File: src/rtl/pulse_pattern_gen_if.sv
// Host write bus for pulse_pattern_gen: 3-bit halfword address, write strobe, 16-bit data.
interface pulse_pattern_gen_if;
    logic [2:0]  ADDR;
    logic        WR_EN;
    logic [15:0] DATA;

    modport master (output ADDR, output WR_EN, output DATA);
    modport slave  (input  ADDR, input  WR_EN, input  DATA);
endinterface

File: src/rtl/pulse_pattern_gen.sv
// Programmable rectangular pulse generator with host-written high/low times.
// Define PULSE_GEN_BURST_EN for finite bursts with a sticky completion irq.
module pulse_pattern_gen #(
    parameter logic [31:0] DEF_HIGH = 32'd50,
    parameter logic [31:0] DEF_LOW  = 32'd50
) (
    input  logic                clk_base,
    input  logic                rst_n,
    pulse_pattern_gen_if.slave  host,
    output logic                pulse_out,
    output logic                period_done,
    output logic                busy,
    output logic                irq
);

    typedef enum logic [1:0] {IDLE, HIGH, LOW} state_t;

    localparam logic [2:0] A_HIGH_L  = 3'd0;
    localparam logic [2:0] A_HIGH_H  = 3'd1;
    localparam logic [2:0] A_LOW_L   = 3'd2;
    localparam logic [2:0] A_LOW_H   = 3'd3;
    localparam logic [2:0] A_CTRL    = 3'd4;
    localparam logic [2:0] A_BURST   = 3'd5;
    localparam logic [2:0] A_IRQ_CLR = 3'd6;

    state_t      state;
    logic        run, inv;
    logic [31:0] pending_high, pending_low;
    logic [31:0] active_high, active_low;
    logic [31:0] counter;

    // A zero duration would never match the counter; clamp to one cycle.
    function automatic logic [31:0] nz(input logic [31:0] v);
        return (v == 32'd0) ? 32'd1 : v;
    endfunction

`ifdef PULSE_GEN_BURST_EN
    logic [15:0] burst_n, remaining;
`else
    assign irq = 1'b0;
`endif

    always_ff @(posedge clk_base) begin
        if (!rst_n) begin
            state        <= IDLE;
            pulse_out    <= 1'b0;
            period_done  <= 1'b0;
            busy         <= 1'b0;
            run          <= 1'b0;
            inv          <= 1'b0;
            pending_high <= DEF_HIGH;
            pending_low  <= DEF_LOW;
            active_high  <= DEF_HIGH;
            active_low   <= DEF_LOW;
            counter      <= 32'd0;
`ifdef PULSE_GEN_BURST_EN
            irq          <= 1'b0;
            burst_n      <= 16'd0;
            remaining    <= 16'd0;
`endif
        end else begin
            period_done <= 1'b0;
            pulse_out   <= (state == HIGH) ? ~inv : inv;
            busy        <= (state != IDLE);

            if (host.WR_EN) begin
                case (host.ADDR)
                    A_HIGH_L:  pending_high[15:0]  <= host.DATA;
                    A_HIGH_H:  pending_high[31:16] <= host.DATA;
                    A_LOW_L:   pending_low[15:0]   <= host.DATA;
                    A_LOW_H:   pending_low[31:16]  <= host.DATA;
                    A_CTRL: begin
                        run <= host.DATA[0];
                        inv <= host.DATA[1];
                    end
`ifdef PULSE_GEN_BURST_EN
                    A_BURST:   burst_n <= host.DATA;
                    A_IRQ_CLR: irq     <= 1'b0;
`endif
                    default: ;
                endcase
            end

            // LOAD reads pending through non-blocking semantics, so a write
            // landing on the same edge only affects the next period.
            case (state)
                IDLE: begin
                    if (run) begin
                        active_high <= nz(pending_high);
                        active_low  <= nz(pending_low);
                        counter     <= 32'd1;
                        state       <= HIGH;
`ifdef PULSE_GEN_BURST_EN
                        remaining   <= burst_n;
`endif
                    end
                end
                HIGH: begin
                    if (counter == active_high) begin
                        state   <= LOW;
                        counter <= 32'd1;
                    end else begin
                        counter <= counter + 32'd1;
                    end
                end
                LOW: begin
                    if (counter == active_low) begin
                        period_done <= 1'b1;
                        counter     <= 32'd1;
`ifdef PULSE_GEN_BURST_EN
                        // Burst end overrides any same-cycle run write or irq clear.
                        if (remaining == 16'd1) begin
                            remaining <= 16'd0;
                            run       <= 1'b0;
                            irq       <= 1'b1;
                            state     <= IDLE;
                        end else begin
                            if (remaining != 16'd0)
                                remaining <= remaining - 16'd1;
                            if (run) begin
                                active_high <= nz(pending_high);
                                active_low  <= nz(pending_low);
                                state       <= HIGH;
                            end else begin
                                state <= IDLE;
                            end
                        end
`else
                        if (run) begin
                            active_high <= nz(pending_high);
                            active_low  <= nz(pending_low);
                            state       <= HIGH;
                        end else begin
                            state <= IDLE;
                        end
`endif
                    end else begin
                        counter <= counter + 32'd1;
                    end
                end
                default: state <= IDLE;
            endcase
        end
    end

endmodule

File: src/flat_wrapper.sv
// flat-port wrapper written by rule: the top's interface ports become plain ports
module pulse_pattern_gen_flat 
#(
    parameter logic [31:0] DEF_HIGH = 32'd50,
    parameter logic [31:0] DEF_LOW  = 32'd50
)
  (clk_base, rst_n, pulse_out, period_done, busy, irq, host_ADDR, host_WR_EN, host_DATA);
  pulse_pattern_gen_if host_i ();
  input  logic clk_base;
  input  logic rst_n;
  output logic pulse_out;
  output logic period_done;
  output logic busy;
  output logic irq;
  input wire logic [$bits(host_i.ADDR)-1:0] host_ADDR;
  input wire logic [$bits(host_i.WR_EN)-1:0] host_WR_EN;
  input wire logic [$bits(host_i.DATA)-1:0] host_DATA;
  assign host_i.ADDR = host_ADDR;
  assign host_i.WR_EN = host_WR_EN;
  assign host_i.DATA = host_DATA;
  pulse_pattern_gen #(.DEF_HIGH(DEF_HIGH), .DEF_LOW(DEF_LOW)) u_core (.clk_base(clk_base), .rst_n(rst_n), .host(host_i), .pulse_out(pulse_out), .period_done(period_done), .busy(busy), .irq(irq));
endmodule
File: config.mk
export PLATFORM = sky130hd
export DESIGN_NAME = pulse_pattern_gen_flat
export DESIGN_NICKNAME = d
export VERILOG_FILES = /design/src/rtl/pulse_pattern_gen_if.sv /design/src/rtl/pulse_pattern_gen.sv /design/src/flat_wrapper.sv
export SDC_FILE = /design/constraint.sdc
export NUM_CORES = 1
export LEC_CHECK = 0
export BUFFER_PORTS_ARGS = -buffer_cell sky130_fd_sc_hd__buf_2
export CORE_UTILIZATION = 45
export DETAILED_ROUTE_END_ITERATION = 12
export MAX_ROUTING_LAYER = met4
export PLACE_DENSITY_LB_ADDON = 0.15
export SLEW_MARGIN = 25
export SYNTH_ARGS = -nofsm -noshare
export SYNTH_HDL_FRONTEND = slang
export SYNTH_SLANG_ARGS = --single-unit
File: constraint.sdc
create_clock -name clk_base -period 2.15 [get_ports clk_base]
set_input_delay 0.5375 -clock clk_base [delete_from_list [all_inputs] [get_ports clk_base]]
set_output_delay 0.5375 -clock clk_base [all_outputs]
set_load 0.05 [all_outputs]
==> summary.md <==
| Metric | Value |
|---|---|
| Status | `finished, violations left` |
| Failing checks | `setup timing` |
| CP max-delay cell | `dfxtp_2` |
| Die H | `131 um` |
| Ys async rst share | `0` |
| Crit start category | `flip-flop` |
| Core area | `around 16,000 um2` |
| Fillers | `~1.6k` |
| DR DRC count | `0` |
| Power Density | `711 nW/um2` |
| Share of cells above drive strength 1 | `0.180` |
| Mapped Avg Cell Area | `7.93 um2` |
| Antenna cell count | `0` |
| Final min period | `~2.2 ns` |
| Initial Util | `0.466` |
| Static Leak | `~3.5 nW` |
| Vias in the first global route | `about 6k` |
| Die width | `131 um` |
| Area grow syn2layout | `19.5%` |
| Reg2reg start | `u_core.active_low[3]` |
| WS Path Type | `flip-flop to flip-flop` |
| WHS Path Cells | `3` |
| Pwr Total | `6.38 mW` |
| Yosys reg bits | `167` |
| Synth area leaders | `dfxtp_1 45%, xor2_1 9.6%, nand2_1 9.0%` |
| DR vias | `6,601` |
| Core Util, Final | `0.557` |
| Largest net degree at the start of global routing | `around 120` |
| CTS tree | `built` |
| HP Start | `host_DATA[15]` |
| Max-Cap Viols | `0` |
| WL final | `22.0 mm` |
| GRT overflow | `0` |
| Worst Setup Slack, final | `-0.0152 ns` |
| Worst Reg-to-Reg Cells | `9` |
| Post-synthesis sequential area ratio | `0.445` |
| Inst Count DP | `roughly 1.2k` |
| Highest Clock Rate | `462 MHz` |
| Post-Syn Nets | `around 1,000` |
| CP Capture Type | `flip-flop` |
| Most frequent cells in the layout | `181 x nand2_1, 158 x dfxtp_1, 109 x a21oi_1` |
| Dpl hpwl | `~16 mm` |
| Post-synth EDFFs | `0` |
| Warnings, synthesis | `0` |
| Final hold viol count | `0` |
| Global Route Usage Sum | `0.266` |
| Fin area | `about 9000 um2` |
| Worst slew margin | `0.619` |
| Gpl congestion | `between 0.9 and 1` |
| Die area | `17,200 um2` |
| Hold WS | `between 0.3 and 0.4 ns` |
| Most common cell after layout, fill and taps aside | `nand2_1` |
| ANT nets after route | `0` |
| Dpl cell area | `8230 um2` |
| CTS Buf Count | `17` |
| Most common cell on crit path | `buf_6` |
| First-pass GRT wire length | `34.0 mm` |
| Vias per inst | `roughly 5.4` |
| Crit Path Max Fanout | `7` |
| Footprint of the multi-input gates | `3870 um2` |
| Mapped Area | `7510 um2` |
| Pre-CTS setup slack | `-0.144 ns` |
| RSZ-0062 raised after global routing | `true` |
| Skew final | `between 0.01 and 0.015 ns` |
| I/O pins | `26` |
| Count of pins over their slew limit | `0` |
| Ys flop type | `dfxtp_1` |
| Yosys cell types | `39` |
| WP data arrival | `2.52 ns` |
| Finish-stage setup viols | `1` |
| Wire per inst | `18.1 um` |
| Top cell type's share of synthesized area | `0.445` |
| Peak supply drop | `0.559 mV` |
| R2R Setup Slk | `-0.02 ns` |
| Worst-margin pin slew | `0.571 ns` |
| PortBufs | `24` |
| Hold crit path type | `input pin to flip-flop` |
| Tcrit/Tclk final | `1.01` |
| Clk buf depth | `2` |
| RR Endpoint | `u_core.active_high[16]` |
| Final #Nets | `between 1k and 1.5k` |
| Clk Latency, worst-skew pair | `0.44 ns` |
| Hold Crit Endpoint | `u_core.pending_high[15]` |
| Critical path's largest stage delay | `0.35 ns` |
| DR pass1 iterations | `5` |
| Critical Path RT | `between 2 and 3 ns` |
| Setup_tns | `-0.0152 ns` |
| CP cell instances | `xor2_1, nor4_1, nand4_1, buf_4, o31ai_4, buf_6, buf_6, nand3_1, a21oi_1` |
| Clk sink count | `167` |
| Post-Layout Cell Count | `approximately 1.2k` |
| Yosys top cell by area | `dfxtp_1` |
| Seq. cell area | `around 3400 um2` |
| CTS clk-pin slew, worst paths | `roughly 0.070 ns` |
| Initial antenna violation count | `0` |
| Initial DRC count | `520` |
| Core Rows | `46` |
| Cells after synthesis | `947` |
| CTS root buffer | `clkbuf_16` |
| H-tree levels | `4` |
-- what timing repair did --
item	in CTS	in global routing
endpoints found under the setup margin	94	96
pin swaps	2	10
gates resized for setup	4	51
setup buffers	0	1
gates cloned	0	1
hold buffers	0	0
-- synth_stat cells, types with 5 or more instances --
library cell    n
a21oi_1       118
and3_1          6
buf_2          18
buf_4           9
clkbuf_1       50
clkbuf_2        9
dfxtp_1       167
ha_1            6
inv_1           5
nand2_1       181
nand3_1        85
nand4_1        14
nor2_1         20
nor3_1          5
nor4_1         35
o21ai_0        93
xnor2_1        12
xor2_1         82
-- critical path, delay by kind of cell (launching register included) --
kind | cells | cell delay, ns
and+or+nand+nor | 3 | 0.60
buffers and inverters | 3 | 0.54
AOI/OAI and AO/OA | 2 | 0.44
DFF | 1 | 0.35
xor gates and xnor gates | 1 | 0.17
-- flip-flops by register name, summed over array words and instances (netlist names), 2 cells and up --
signal               count
u_core.pending_high     32
u_core.pending_low      32
u_core.active_high      32
u_core.active_low       32
u_core.state             2
u_core.counter          32
-- worst max-delay path by stage --
| stage | startpoint | to | slack, ns | depth (start not counted) |
|---|---|---|---|---|
| after global placement | u_core.counter[0] | u_core.active_high[28] | -0.07 | 9 |
| after global routing | u_core.active_low[3] | u_core.active_high[21] | -0.09 | 9 |
| final | u_core.active_low[3] | u_core.active_high[16] | -0.02 | 9 |
| after CTS | u_core.active_low[1] | u_core.active_high[31] | -0.03 | 7 |
| after detailed placement | u_core.counter[0] | u_core.active_low[25] | -0.14 | 9 |
| after floorplan | u_core.counter[1] | u_core.counter[30] | 0.18 | 7 |
-- cell families (layout without fill, tap and decap cells) --
family | Yosys count | count (layout) | share of synthesized area
other | 1 | 1 | 0.000499
DFF | 167 | 167 | 0.445
xor gates and xnor gates | 94 | 94 | 0.110
AOI/OAI and AO/OA | 221 | 221 | 0.152
and+or+nand+nor | 360 | 360 | 0.220
buffers and inverters | 94 | 147 | 0.0580
muxes | 4 | 4 | 0.00533
adders and majority gates | 6 | 6 | 0.0100
-- metal layers --
metal,track usage,part of all wire,vias to the layer above
li1,-,-,3318
met1,0.372,0.49,3094
met2,0.392,0.45,161
met3,0.0455,0.046,28
met4,0.0752,0.016,0
met5,-,0,-
-- power breakdown --
part	internal, mW	total (mW)	switching, mW
Combinational	0.0811	0.259	0.178
Clock	1.58	2.96	1.38
Sequential	3.13	3.16	0.0353
-- final cells by class --
type / count / share of cell area
clock buffer: 20 / 0.0509
clock inverter: 12 / 0.0123
inverter: 6 / 0.00265
multi-input combinational: 686 / 0.431
sequential: 167 / 0.374
tap: 216 / 0.0301
timing repair buffer: 109 / 0.0994
Note: power is estimated with default switching activity, not from simulation.
